File: src/rtl/seg_pkg.sv
// Shared constants and helpers for the multiplexed 4-digit 7-segment scanner.
// Segment codes are active-low, bit0=a .. bit6=g; anode vectors are active-low.
package seg_pkg;

   localparam logic [6:0] SEG_BLANK = 7'h7F;
   localparam logic [3:0] AN_OFF    = 4'hF;

   localparam logic [6:0] SEG_0 = 7'h40;
   localparam logic [6:0] SEG_1 = 7'h79;
   localparam logic [6:0] SEG_2 = 7'h24;
   localparam logic [6:0] SEG_3 = 7'h30;
   localparam logic [6:0] SEG_4 = 7'h19;
   localparam logic [6:0] SEG_5 = 7'h12;
   localparam logic [6:0] SEG_6 = 7'h02;
   localparam logic [6:0] SEG_7 = 7'h78;
   localparam logic [6:0] SEG_8 = 7'h00;
   localparam logic [6:0] SEG_9 = 7'h10;
   localparam logic [6:0] SEG_A = 7'h08;
   localparam logic [6:0] SEG_B = 7'h03;
   localparam logic [6:0] SEG_C = 7'h46;
   localparam logic [6:0] SEG_D = 7'h21;
   localparam logic [6:0] SEG_E = 7'h06;
   localparam logic [6:0] SEG_F = 7'h0E;

   typedef logic [1:0] dig_idx_t;

   // One anode low, the rest high.
   function automatic logic [3:0] an_sel(input dig_idx_t idx);
      return ~(4'b0001 << idx);
   endfunction

   function automatic logic [3:0] nibble(input logic [15:0] v,
                                         input dig_idx_t   idx);
      return v[{idx, 2'b00} +: 4];
   endfunction

   // True when every nibble from idx upward is zero, i.e. the digit
   // is a leading zero. Digit 0 is never a leading zero.
   function automatic logic lz_hidden(input logic [15:0] v,
                                      input dig_idx_t   idx);
      logic h;
      h = 1'b0;
      unique case (idx)
         2'd0: h = 1'b0;
         2'd1: h = (v[15:4] == 12'h000);
         2'd2: h = (v[15:8] == 8'h00);
         2'd3: h = (v[15:12] == 4'h0);
      endcase
      return h;
   endfunction

endpackage

File: src/rtl/seg_hex_decode.sv
// Combinational hex nibble to active-low 7-segment code.
// Ports: hex_i (4-bit value), seg_o (7-bit segments, bit0=a .. bit6=g).
module seg_hex_decode
   import seg_pkg::*;
(
   input  logic [3:0] hex_i,
   output logic [6:0] seg_o
);

   always_comb begin
      seg_o = SEG_BLANK;
      unique case (hex_i)
         4'h0: seg_o = SEG_0;
         4'h1: seg_o = SEG_1;
         4'h2: seg_o = SEG_2;
         4'h3: seg_o = SEG_3;
         4'h4: seg_o = SEG_4;
         4'h5: seg_o = SEG_5;
         4'h6: seg_o = SEG_6;
         4'h7: seg_o = SEG_7;
         4'h8: seg_o = SEG_8;
         4'h9: seg_o = SEG_9;
         4'hA: seg_o = SEG_A;
         4'hB: seg_o = SEG_B;
         4'hC: seg_o = SEG_C;
         4'hD: seg_o = SEG_D;
         4'hE: seg_o = SEG_E;
         4'hF: seg_o = SEG_F;
      endcase
   end

endmodule

File: src/rtl/seg_scan_ctrl.sv
// Time-multiplexed 4-digit hex display scanner with ghost blanking,
// leading-zero suppression and a frame-synchronous double-buffered load.
// Ports: Clock, Reset (async active-low); load_valid/load_data/load_ready
// handshake into the pending buffer; lz_blank, disp_en controls;
// out7 (segments), en_out (anodes), both active-low and registered;
// frame_tick pulses for one cycle after each frame wrap.
module seg_scan_ctrl #(
   parameter int unsigned REFRESH_DIV = 100000,
   parameter int unsigned BLANK_CYC   = 1000
) (
   input  logic        Clock,
   input  logic        Reset,
   input  logic        load_valid,
   input  logic [15:0] load_data,
   output logic        load_ready,
   input  logic        lz_blank,
   input  logic        disp_en,
   output logic [6:0]  out7,
   output logic [3:0]  en_out,
   output logic        frame_tick
);

   import seg_pkg::*;

   localparam int PW = $clog2(REFRESH_DIV);
   localparam logic [PW-1:0] PS_LAST = PW'(REFRESH_DIV - 1);
   localparam logic [PW-1:0] BLANK_N = PW'(BLANK_CYC);

   logic [PW-1:0] presc_q, presc_d;
   dig_idx_t      idx_q,   idx_d;
   logic [15:0]   disp_q,  disp_d;
   logic [15:0]   pend_q,  pend_d;
   logic          pend_v_q, pend_v_d;
   logic          ready_q, ready_d;
   logic [6:0]    out7_q,  out7_d;
   logic [3:0]    en_q,    en_d;
   logic          tick_q,  tick_d;

   logic          slot_end;
   logic          frame_wrap;
   logic          blank_all;
   logic          hide;
   logic          accept;
   logic [3:0]    nib;
   logic [6:0]    seg_hex;

   assign slot_end   = (presc_q == PS_LAST);
   assign frame_wrap = disp_en && slot_end && (idx_q == 2'd3);
   assign blank_all  = !disp_en || (presc_q < BLANK_N);
   assign hide       = lz_blank && lz_hidden(disp_q, idx_q);
   assign accept     = load_valid && ready_q;
   assign nib        = nibble(disp_q, idx_q);

   seg_hex_decode u_dec (
      .hex_i (nib),
      .seg_o (seg_hex)
   );

   // Scan position; frozen while the display is disabled.
   always_comb begin
      presc_d = presc_q;
      idx_d   = idx_q;
      if (disp_en) begin
         presc_d = slot_end ? '0 : presc_q + 1'b1;
         if (slot_end) begin
            idx_d = idx_q + 2'd1;
         end
      end
   end

   // Double buffer. A commit only happens when something is pending,
   // so an accept landing on the wrap edge waits for the next wrap.
   always_comb begin
      disp_d   = disp_q;
      pend_d   = pend_q;
      pend_v_d = pend_v_q;
      if (frame_wrap && pend_v_q) begin
         disp_d   = pend_q;
         pend_v_d = 1'b0;
      end
      if (accept) begin
         pend_d   = load_data;
         pend_v_d = 1'b1;
      end
      ready_d = !pend_v_d;
   end

   always_comb begin
      out7_d = SEG_BLANK;
      en_d   = AN_OFF;
      priority case (1'b1)
         blank_all: begin
            out7_d = SEG_BLANK;
            en_d   = AN_OFF;
         end
         hide: begin
            out7_d = SEG_BLANK;
            en_d   = an_sel(idx_q);
         end
         default: begin
            out7_d = seg_hex;
            en_d   = an_sel(idx_q);
         end
      endcase
      tick_d = frame_wrap;
   end

   always_ff @(posedge Clock or negedge Reset) begin
      if (!Reset) begin
         presc_q  <= '0;
         idx_q    <= 2'd0;
         disp_q   <= 16'h0000;
         pend_q   <= 16'h0000;
         pend_v_q <= 1'b0;
         ready_q  <= 1'b1;
         out7_q   <= SEG_BLANK;
         en_q     <= AN_OFF;
         tick_q   <= 1'b0;
      end else begin
         presc_q  <= presc_d;
         idx_q    <= idx_d;
         disp_q   <= disp_d;
         pend_q   <= pend_d;
         pend_v_q <= pend_v_d;
         ready_q  <= ready_d;
         out7_q   <= out7_d;
         en_q     <= en_d;
         tick_q   <= tick_d;
      end
   end

   assign load_ready = ready_q;
   assign out7       = out7_q;
   assign en_out     = en_q;
   assign frame_tick = tick_q;

endmodule
File: config.mk
export PLATFORM = sky130hd
export DESIGN_NAME = seg_scan_ctrl
export DESIGN_NICKNAME = d
export VERILOG_FILES = /design/src/rtl/seg_pkg.sv /design/src/rtl/seg_hex_decode.sv /design/src/rtl/seg_scan_ctrl.sv
export SDC_FILE = /design/constraint.sdc
export NUM_CORES = 1
export LEC_CHECK = 0
export ABC_AREA = 0
export CAP_MARGIN = 15
export CORE_MARGIN = 1.5
export CORE_UTILIZATION = 60
export CTS_CLUSTER_DIAMETER = 100
export DETAILED_ROUTE_END_ITERATION = 10
export GPL_TIMING_DRIVEN = 0
export PLACE_DENSITY = 0.93
export SLEW_MARGIN = 15
export SYNTH_ARGS = -nofsm -noshare
export SYNTH_HDL_FRONTEND = slang
export SYNTH_SLANG_ARGS = --single-unit
File: constraint.sdc
create_clock -name Clock -period 6.93 [get_ports Clock]
set_input_delay 2.079 -clock Clock [delete_from_list [all_inputs] [get_ports Clock]]
set_output_delay 2.079 -clock Clock [all_outputs]
set_load 0.02 [all_outputs]
==> impl_metrics.env, run 1 <==
export IMPL_ctsLongestPathBuffers=2
export IMPL_cts_hold_buffers_added=0
export IMPL_diode_insertion_count_for_antenna_repair=0
export IMPL_place_gp_congestion=0.9301
export IMPL_detailedRoute_firstPassIterationCount=4
export IMPL_synth_top_area_cell="sky130_fd_sc_hd__dfrtp_1"
export IMPL_post_route_drc_count=0
export IMPL_synth_top_cells_by_count="sky130_fd_sc_hd__dfrtp_1, sky130_fd_sc_hd__mux2_2, sky130_fd_sc_hd__nand2_1"
export IMPL_path_cells="clkdlybuf4s50_1 > clkbuf_1 > inv_1 > o22ai_1 > clkbuf_1 > o2111ai_1"
export IMPL_vdd_ir_drop_max_uv=171.7
export IMPL_floorplan_initialDensity=0.6193
export IMPL_crit_path_top_delay_cell="sky130_fd_sc_hd__clkdlybuf4s50_1"
export IMPL_synth_warnings=0
export IMPL_grt_pass1_wl_um=10640
export IMPL_timing_final_setup_violations=0
export IMPL_slew_headroom=0.4809
export IMPL_design_final_nets=329
export IMPL_synth_avg_cell_area_um2=12.55
export IMPL_number_of_flops_mapped_to_enable_cells_by_yosys=0
export IMPL_cts_root_buf="sky130_fd_sc_hd__clkbuf_8"
export IMPL_cts_htree_levels=3
export IMPL_cts_sink_count=65
export IMPL_fin_setup_tns_ns=0
export IMPL_ys_types=47
export IMPL_design_portCount=34
export IMPL_drtAntennaViolNets=0
export IMPL_worstPathMaxFanout=10
export IMPL_r2r_cells=6
export IMPL_area_delta_synth_final_pct=20.37
export IMPL_drt_first_iter_violations=175
export IMPL_critical_path_class="input port to flip-flop"
export IMPL_placed_cells_incl_taps=355
export IMPL_async_reset_ff_frac=1.000
export IMPL_leading_register_cell_type_out_of_synthesis="sky130_fd_sc_hd__dfrtp_1"
export IMPL_final_min_clock_period_ns=3.772
export IMPL_worstSetupEndpointType="flip-flop"
export IMPL_portBuffers=33
export IMPL_cp_launch_type="input port"
export IMPL_fin_cells=371
export IMPL_grt_usage=0.2591
export IMPL_critPathBufInv=4
export IMPL_maximum_clock_frequency_mhz=265.1
export IMPL_final_period_utilization=0.5443
export IMPL_maxCapViolations=0
export IMPL_detailedPlace_worstSlack_ns=2.915
export IMPL_placementRows=26
export IMPL_fp_dieArea_um2=5716
export IMPL_critical_path_arrival_ns=4.00
export IMPL_setup_ws_ns=3.158
export IMPL_setup_reg_to_reg_worst_slack_ns=4.31
export IMPL_grt_max_degree=66
export IMPL_min_from="pend_q[6]"
export IMPL_final_core_utilization=0.7455
export IMPL_min_delay_path_depth=1
export IMPL_coreArea_um2=5107
export IMPL_timing_hold_worst_class="flip-flop to flip-flop"
export IMPL_ctsResizeCount=0
export IMPL_place_detailed_hpwl_um=4283
export IMPL_syn_inst=252
export IMPL_finClkSkew_ns=0.006849
export IMPL_rr_startpoint="presc_q[13]"
export IMPL_syn_nets=285
export IMPL_path_common_cell="sky130_fd_sc_hd__clkbuf_1"
export IMPL_routed_wl_um=6450
export IMPL_synth_top_cells_by_area="sky130_fd_sc_hd__dfrtp_1, sky130_fd_sc_hd__dfstp_2, sky130_fd_sc_hd__mux2_2"
export IMPL_required_time_at_the_endpoint_of_the_critical_path_ns=7.16
export IMPL_final_hold_worst_slack_ns=0.4995
export IMPL_tightest_slew_ns=0.7787
export IMPL_detail_route_wl_per_cell_um=17.39
export IMPL_tritoncts="done"
export IMPL_result_of_the_run="finished, final reports clean"
export IMPL_report_final_slew_viol_count=0
export IMPL_insertion_delay_ns=0.34
export IMPL_die_height_um=75.61
export IMPL_postCtsSetupBuffers=0
export IMPL_routed_via_count=2178
export IMPL_critical_path_reg2reg_endpoint="disp_q[12]"
export IMPL_worst_hold_path_endpoint="disp_q[6]"
export IMPL_tritoncts_num_buffers=9
export IMPL_category_of_cells_accounting_for_the_largest_share_of_critical_path_delay="buffers and inverters"
export IMPL_first_global_vias=2200
export IMPL_power_leakage_uw=0.001667
export IMPL_max_stage_delay_ns=0.53
export IMPL_power_density_nw_per_um2=245.5
export IMPL_cts_reportedPaths_clkPinSlew_ns=0.06
export IMPL_die_w_um=75.61
export IMPL_antenna_found_initial=0
export IMPL_most_frequent_cell_after_synthesis="sky130_fd_sc_hd__dfrtp_1"
export IMPL_gr_total_overflow=0
export IMPL_synth_sequential_area_ratio=0.5190
export IMPL_timing_hold_violations_final=0
export IMPL_synth_largest_type_area_fraction=0.4193
export IMPL_final_layout_size_suffix_gt1_frac=0.2591
export IMPL_via_per_inst=5.871
export IMPL_netlist_area_um2=3163
export IMPL_rsz0062_at_grt="no"
export IMPL_synth_ff_latch_count=65
worst max path at each step:
stage                  from          to  slack [ns]  depth (start not counted)
floorplan           disp_en  disp_q[10]        3.69                          5
global placement      Reset   pend_q[2]        1.85                          1
detailed placement  disp_en     out7[2]        2.92                          6
CTS                 disp_en     out7[2]        3.21                          6
global route        disp_en     out7[2]        2.96                          6
finish              disp_en     out7[2]        3.16                          6
stage by stage:
step	total power (uW)	cell area, um2
finish	934.8	3807
global route	968.7	3807
CTS	940.8	3807
detailed placement	581.6	3578
global placement	569.3	3581
floorplan	531.0	3163
layout by cell type (no fill, tap or decap), types with 2 or more instances in the layout:
master,n
sky130_fd_sc_hd__dfrtp_1,53
sky130_fd_sc_hd__clkdlybuf4s50_1,32
sky130_fd_sc_hd__mux2_2,25
sky130_fd_sc_hd__nand2_1,16
sky130_fd_sc_hd__nor2_1,14
sky130_fd_sc_hd__ha_1,12
sky130_fd_sc_hd__dfstp_2,12
sky130_fd_sc_hd__nand3_1,11
sky130_fd_sc_hd__clkbuf_8,11
sky130_fd_sc_hd__mux2_4,10
sky130_fd_sc_hd__xnor2_1,9
sky130_fd_sc_hd__clkbuf_1,7
sky130_fd_sc_hd__xor2_1,7
sky130_fd_sc_hd__inv_1,6
sky130_fd_sc_hd__o21ai_0,6
sky130_fd_sc_hd__nor3_1,6
sky130_fd_sc_hd__nand4_1,6
sky130_fd_sc_hd__mux4_2,5
sky130_fd_sc_hd__a21oi_1,4
sky130_fd_sc_hd__o211ai_1,3
sky130_fd_sc_hd__nand2b_1,3
sky130_fd_sc_hd__or4_4,2
sky130_fd_sc_hd__nor4_1,2
sky130_fd_sc_hd__mux2i_1,2
sky130_fd_sc_hd__nand4b_1,2
sky130_fd_sc_hd__a31oi_1,2
sky130_fd_sc_hd__o31ai_1,2
sky130_fd_sc_hd__or4_1,2
sky130_fd_sc_hd__and3_1,2
sky130_fd_sc_hd__or3_1,2
sky130_fd_sc_hd__clkinv_2,2
sky130_fd_sc_hd__bufinv_16,2
flip-flops by register name, indices dropped and copies added (netlist names):
register	cells
disp_q	16
en_out	4
frame_tick	1
idx_q	2
load_ready	1
out7	7
pend_q	16
pend_v_q	1
presc_q	17
area by class of cell:
cell class | count | area [um2]
multi-input cells | 171 | 1436
clock inverters | 5 | 77.57
well taps | 70 | 87.58
plain buffers | 10 | 62.56
flip-flops and latches | 65 | 1642
inverters | 6 | 22.52
repair buffers | 33 | 327.8
fillers | 334 | 1300
clock buffers | 11 | 151.4
kinds of logic (layout without fill, tap and decap cells):
group | count (synthesis) | after routing | synth area share
AND/OR/NAND/NOR | 74 | 74 | 0.1246
flip-flops | 65 | 65 | 0.5190
AO/OA/AOI/OAI | 26 | 26 | 0.05578
buffers and inverters | 16 | 65 | 0.02690
adder cells (fa/ha/maj) | 12 | 12 | 0.04747
multiplexers | 43 | 43 | 0.1820
XOR/XNOR | 16 | 16 | 0.04431
routing by layer:
metal,GRT usage,part of all wire
met5,0,0
met4,0.1349,0.028
met3,0.05820,0.038
met2,0.4298,0.52
met1,0.3186,0.42
report_power, final:
group | switching (uW) | leakage, uW | internal (uW)
Clock | 139 | 0.000115 | 221
Sequential | 36.5 | 0.000808 | 429
Combinational | 50.8 | 0.000744 | 59.0
Total | 226 | 0.00167 | 709
Note: power is estimated with default switching activity, not from simulation.
==> inputs of run 2 (changes only) <==
--- a/config.mk
+++ b/config.mk
@@ -8,11 +8,11 @@
 export ABC_AREA = 0
 export CAP_MARGIN = 15
 export CORE_MARGIN = 1.5
-export CORE_UTILIZATION = 60
+export CORE_UTILIZATION = 51
 export CTS_CLUSTER_DIAMETER = 100
 export DETAILED_ROUTE_END_ITERATION = 10
 export GPL_TIMING_DRIVEN = 0
-export PLACE_DENSITY = 0.93
+export PLACE_DENSITY = 0.85
 export SLEW_MARGIN = 15
 export SYNTH_ARGS = -nofsm -noshare
 export SYNTH_HDL_FRONTEND = slang
==> constraint.sdc (replaced) <==
create_clock -name Clock -period 3.3 [get_ports Clock]
set_input_delay 0.99 -clock Clock [delete_from_list [all_inputs] [get_ports Clock]]
set_output_delay 0.99 -clock Clock [all_outputs]
set_load 0.02 [all_outputs]
==> impl_metrics.env, run 2 (synthesis results as in run 1) <==
export IMPL_final_min_clock_period_ns=2.616
export IMPL_min_delay_path_depth=1
export IMPL_die_height_um=81.75
export IMPL_placed_cells_incl_taps=360
export IMPL_worst_hold_path_endpoint="disp_q[5]"
export IMPL_maxCapViolations=0
export IMPL_detailedRoute_firstPassIterationCount=4
export IMPL_required_time_at_the_endpoint_of_the_critical_path_ns=3.52
export IMPL_timing_hold_violations_final=0
export IMPL_first_global_vias=2146
export IMPL_final_period_utilization=0.7928
export IMPL_final_core_utilization=0.6336
export IMPL_ctsLongestPathBuffers=2
export IMPL_fin_setup_tns_ns=0
export IMPL_post_route_drc_count=0
export IMPL_die_w_um=81.75
export IMPL_fp_dieArea_um2=6683
export IMPL_postCtsSetupBuffers=0
export IMPL_design_final_nets=329
export IMPL_design_power_total_uw=1858
export IMPL_min_from="pend_q[5]"
export IMPL_critical_path_reg2reg_endpoint="disp_q[12]"
export IMPL_finClkSkew_ns=0.005168
export IMPL_place_detailed_hpwl_um=4262
export IMPL_tritoncts="done"
export IMPL_via_per_inst=5.644
export IMPL_cts_htree_levels=3
export IMPL_tritoncts_num_buffers=9
export IMPL_worstPathMaxFanout=10
export IMPL_drt_first_iter_violations=166
export IMPL_reg_largest_list="presc_q x17, disp_q x16, pend_q x16"
export IMPL_coreArea_um2=5956
export IMPL_top_register_by_number_of_flip_flops="presc_q"
export IMPL_vdd_ir_drop_max_uv=399.4
export IMPL_grt_pass1_wl_um=10250
export IMPL_cp_launch_type="flip-flop"
export IMPL_cts_reportedPaths_clkPinSlew_ns=0.07
export IMPL_floorplan_initialDensity=0.5311
export IMPL_tightest_slew_ns=0.7870
export IMPL_drtAntennaViolNets=0
export IMPL_cts_root_buf="sky130_fd_sc_hd__clkbuf_8"
export IMPL_result_of_the_run="finished, final reports clean"
export IMPL_diode_insertion_count_for_antenna_repair=0
export IMPL_largest_register_ffs=17
export IMPL_critical_path_class="flip-flop to flip-flop"
export IMPL_power_leakage_uw=0.001649
export IMPL_insertion_delay_ns=0.34
export IMPL_worstSetupEndpointType="flip-flop"
export IMPL_timing_final_setup_violations=0
export IMPL_cts_sink_count=65
export IMPL_design_portCount=34
export IMPL_maximum_clock_frequency_mhz=382.2
export IMPL_rr_startpoint="presc_q[13]"
export IMPL_slew_headroom=0.4754
export IMPL_placementRows=28
export IMPL_timing_hold_worst_class="flip-flop to flip-flop"
export IMPL_rsz0062_at_grt="no"
export IMPL_grt_max_degree=66
export IMPL_detail_route_wl_per_cell_um=16.11
export IMPL_grt_usage=0.2060
export IMPL_critical_path_arrival_ns=2.84
export IMPL_portBuffers=33
export IMPL_report_final_slew_viol_count=0
export IMPL_fin_cells=376
export IMPL_mostFrequentLayoutCells="sky130_fd_sc_hd__dfrtp_1, sky130_fd_sc_hd__clkdlybuf4s50_1, sky130_fd_sc_hd__mux2_2"
export IMPL_most_frequent_standard_cell_in_the_layout_excluding_fill_and_tap_cells="sky130_fd_sc_hd__dfrtp_1"
export IMPL_area_delta_synth_final_pct=19.30
export IMPL_antenna_found_initial=0
export IMPL_routed_wl_um=6057
export IMPL_routed_via_count=2122
export IMPL_r2r_cells=6
export IMPL_ctsResizeCount=0
export IMPL_place_gp_congestion=0.8743
export IMPL_final_layout_size_suffix_gt1_frac=0.2492
export IMPL_gr_total_overflow=0
export IMPL_power_density_nw_per_um2=492.4
export IMPL_cts_hold_buffers_added=0
export IMPL_setup_reg_to_reg_worst_slack_ns=0.68
-- run 2: cell types whose count changed in the layout (fill, tap and decap cells not counted) --
cell	previous run	this run
sky130_fd_sc_hd__bufinv_16	2	1
sky130_fd_sc_hd__clkbuf_1	7	10
sky130_fd_sc_hd__clkbuf_8	11	10
sky130_fd_sc_hd__clkinvlp_4	1	0
-- run 2: cell type report --
type / count / area [um2]
clock buffer: 13 / 148.9
inverter: 6 / 22.52
timing repair buffer: 33 / 327.8
clock inverter: 3 / 40.04
sequential: 65 / 1642
tap: 75 / 93.84
buffer: 10 / 62.56
fill: 478 / 2182
multi-input combinational: 171 / 1436
-- run 2: how the worst max path moves through the flow --
stage / startpoint / to / cells past startpoint
after detailed placement: disp_en / out7[3] / 6
after global placement: Reset / presc_q[16] / 1
after global routing: idx_q[0] / out7[0] / 7
final: presc_q[13] / disp_q[12] / 6
after floorplan: presc_q[13] / disp_q[10] / 6
after CTS: presc_q[13] / disp_q[12] / 6
-- run 2: metrics by stage --
step           hold WS (ns)  setup WS [ns]  area (um2)
2_1_floorplan        0.4746         0.8239        3163
3_3_place_gp         0.4853        -0.7255        3587
3_5_place_dp         0.4903         0.3758        3585
4_1_cts              0.5080         0.6859        3774
5_1_grt              0.5171         0.4877        3774
6_report             0.5016         0.6837        3774
-- run 2: critical path: stages (launching register included) --
cell	delay [ns]
sky130_fd_sc_hd__dfrtp_1	0.43
sky130_fd_sc_hd__or4_4	0.57
sky130_fd_sc_hd__or3_1	0.39
sky130_fd_sc_hd__or4_4	0.51
sky130_fd_sc_hd__buf_6	0.16
sky130_fd_sc_hd__buf_12	0.15
sky130_fd_sc_hd__mux2_4	0.30
-- run 2: routing by layer --
layer	up-vias	share of wire	GRT usage
met4	0	0.012	0.05254
li1	999	-	-
met5	-	0	0
met2	59	0.48	0.3352
met1	1056	0.46	0.2652
met3	8	0.044	0.06778
-- run 2: power breakdown --
group / total, uW / switching (uW) / leakage, uW / internal (uW)
clock network: 655 / 287 / 0.0000974 / 368
registers: 978 / 77.0 / 0.000808 / 901
logic: 226 / 102 / 0.000744 / 123
total: 1860 / 466 / 0.00165 / 1390
==> inputs of run 3 (changes only) <==
==> constraint.sdc (replaced) <==
create_clock -name Clock -period 2.3 [get_ports Clock]
set_input_delay 0.69 -clock Clock [delete_from_list [all_inputs] [get_ports Clock]]
set_output_delay 0.69 -clock Clock [all_outputs]
set_load 0.02 [all_outputs]
==> impl_metrics.env, run 3 (synthesis results as in run 1) <==
export IMPL_result_of_the_run="finished, violations left"
export IMPL_failing_checks="negative setup slack"
export IMPL_required_time_at_the_endpoint_of_the_critical_path_ns=2.53
export IMPL_path_cells="or4_4 > or4_2 > nor3_4 > mux2_2"
export IMPL_routed_wl_um=5881
export IMPL_maximum_clock_frequency_mhz=424.1
export IMPL_floorplan_initialDensity=0.5311
export IMPL_post_route_drc_count=0
export IMPL_most_frequent_standard_cell_in_the_layout_excluding_fill_and_tap_cells="sky130_fd_sc_hd__dfrtp_1"
export IMPL_area_delta_synth_final_pct=21.76
export IMPL_cts_reportedPaths_clkPinSlew_ns=0.07
export IMPL_coreArea_um2=5956
export IMPL_slew_headroom=0.4666
export IMPL_grt_pass1_wl_um=9942
export IMPL_detailedRoute_firstPassIterationCount=4
export IMPL_cp_launch_type="flip-flop"
export IMPL_antenna_found_initial=0
export IMPL_reg_largest_list="presc_q x17, disp_q x16, pend_q x16"
export IMPL_seq_area_um2=1642
export IMPL_design_final_nets=335
export IMPL_report_final_slew_viol_count=0
export IMPL_grt_max_degree=66
export IMPL_tightest_slew_ns=0.8001
export IMPL_routed_via_count=2147
export IMPL_placed_cell_area_um2=3590
export IMPL_final_period_utilization=1.025
export IMPL_vdd_ir_drop_max_uv=474.6
export IMPL_rsz0062_at_grt="yes"
export IMPL_gr_total_overflow=0
export IMPL_ctsLongestPathBuffers=2
export IMPL_cts_root_buf="sky130_fd_sc_hd__clkbuf_8"
export IMPL_place_detailed_hpwl_um=4080
export IMPL_setup_reg_to_reg_worst_slack_ns=-0.06
export IMPL_placed_cells_incl_taps=360
export IMPL_timing_final_setup_violations=15
export IMPL_portBuffers=33
export IMPL_diode_insertion_count_for_antenna_repair=0
export IMPL_power_density_nw_per_um2=701.3
export IMPL_detail_route_wl_per_cell_um=15.40
export IMPL_drt_first_iter_violations=114
export IMPL_power_leakage_uw=0.001698
export IMPL_drtAntennaViolNets=0
export IMPL_setup_ws_ns=-0.05777
export IMPL_critPathBufInv=0
export IMPL_mostFrequentLayoutCells="sky130_fd_sc_hd__dfrtp_1, sky130_fd_sc_hd__clkdlybuf4s50_1, sky130_fd_sc_hd__mux2_2"
export IMPL_top_register_by_number_of_flip_flops="presc_q"
export IMPL_timing_hold_violations_final=0
export IMPL_insertion_delay_ns=0.34
export IMPL_critical_path_arrival_ns=2.58
export IMPL_die_w_um=81.75
export IMPL_first_global_vias=2089
export IMPL_fp_dieArea_um2=6683
export IMPL_cts_sink_count=65
export IMPL_place_gp_congestion=0.8079
export IMPL_fin_cells=382
export IMPL_grt_usage=0.2034
export IMPL_via_per_inst=5.620
export IMPL_design_portCount=34
export IMPL_cts_htree_levels=3
export IMPL_tritoncts_num_buffers=9
export IMPL_critical_path_class="flip-flop to flip-flop"
export IMPL_die_height_um=81.75
export IMPL_placementRows=28
export IMPL_max_stage_delay_ns=0.75
export IMPL_worstSetupEndpointType="flip-flop"
export IMPL_final_min_clock_period_ns=2.358
export IMPL_crit_path_top_delay_cell="sky130_fd_sc_hd__or4_2"
export IMPL_filler_instances=460
export IMPL_maxCapViolations=0
export IMPL_worstPathMaxFanout=3
export IMPL_fin_area_um2=3851
export IMPL_category_of_cells_accounting_for_the_largest_share_of_critical_path_delay="simple AND/OR/NAND/NOR gates"
export IMPL_finClkSkew_ns=0.009086
export IMPL_tritoncts="done"
export IMPL_largest_register_ffs=17
export IMPL_area_occupied_by_multi_input_gates_um2=1448
export IMPL_timing_hold_worst_class="input port to asynchronous set/reset pin"
export IMPL_final_layout_size_suffix_gt1_frac=0.2834
==> run 3: cell types whose count changed in the layout (fill, tap and decap cells not counted) <==
cell	change
sky130_fd_sc_hd__o311ai_1	+1
sky130_fd_sc_hd__clkinv_4	+2
sky130_fd_sc_hd__clkbuf_1	-5
sky130_fd_sc_hd__clkinvlp_4	+2
sky130_fd_sc_hd__nor3_4	+1
sky130_fd_sc_hd__o311ai_0	-1
sky130_fd_sc_hd__nor3_1	-1
sky130_fd_sc_hd__clkbuf_2	+1
sky130_fd_sc_hd__buf_4	+7
sky130_fd_sc_hd__clkinv_2	-1
==> run 3: area by class of cell <==
class                      instances  area share
buffer                             9     0.01527
clock buffer                      10     0.03574
clock inverter                     6     0.01754
inverter                           6    0.005848
multi-input combinational        171      0.3759
sequential                        65      0.4263
tap                               75     0.02437
timing repair buffer              40     0.09909
==> run 3: what timing repair did <==
action                                  4_1_cts  5_1_grt
pin swaps                                     3        1
gates resized for setup                       5        5
gates cloned                                  1        0
hold buffers                                  0        0
endpoints found under the setup margin       33       34
buffers inserted                              5        1
==> run 3: worst register-to-register path, cell delays in order (launching register included) <==
cell and delay, ns:
sky130_fd_sc_hd__dfrtp_1 0.38, sky130_fd_sc_hd__or4_4 0.55, sky130_fd_sc_hd__or4_2 0.75, sky130_fd_sc_hd__nor3_4 0.20
sky130_fd_sc_hd__mux2_2 0.36
==> run 3: per-stage QoR <==
step | utilization | power, uW | hold WS (ns) | TNS, ns | worst slack [ns]
after floorplan | - | 1600 | 0.3944 | -0.7498 | -0.07498
after global placement | 0.6032 | 1719 | 0.4874 | -90.42 | -1.412
after detailed placement | 0.6027 | 1738 | 0.4938 | -8.225 | -0.3443
after CTS | 0.6443 | 2724 | 0.4502 | -1.571 | -0.1066
after global routing | 0.6466 | 2839 | 0.4727 | -1.609 | -0.1004
final | 0.6466 | 2701 | 0.4055 | -0.5607 | -0.05777
==> run 3: final timing paths <==
| path | from | to | cells after the start |
|---|---|---|---|
| setup / recovery | presc_q[11] | idx_q[1] | 4 |
| hold / removal | Reset | pend_q[15] | 1 |
| setup reg to reg | presc_q[11] | idx_q[1] | 4 |
| hold reg to reg | pend_q[11] | disp_q[11] | 1 |
| max in group asynchronous | Reset | presc_q[0] | 1 |
| min in group Clock | pend_q[11] | disp_q[11] | 1 |
==> run 3: power by group <==
| group | internal (uW) | switching (uW) |
|---|---|---|
| clock | 531 | 449 |
| sequential | 1290 | 105 |
| combinational | 179 | 145 |
| total | 2000 | 700 |
==> run 3: metal layers <==
layer  global-route usage  part of all wire
met3              0.05667             0.043
met2               0.3098              0.49
met4              0.09661             0.013
met1               0.2683              0.45
met5                    0                 0
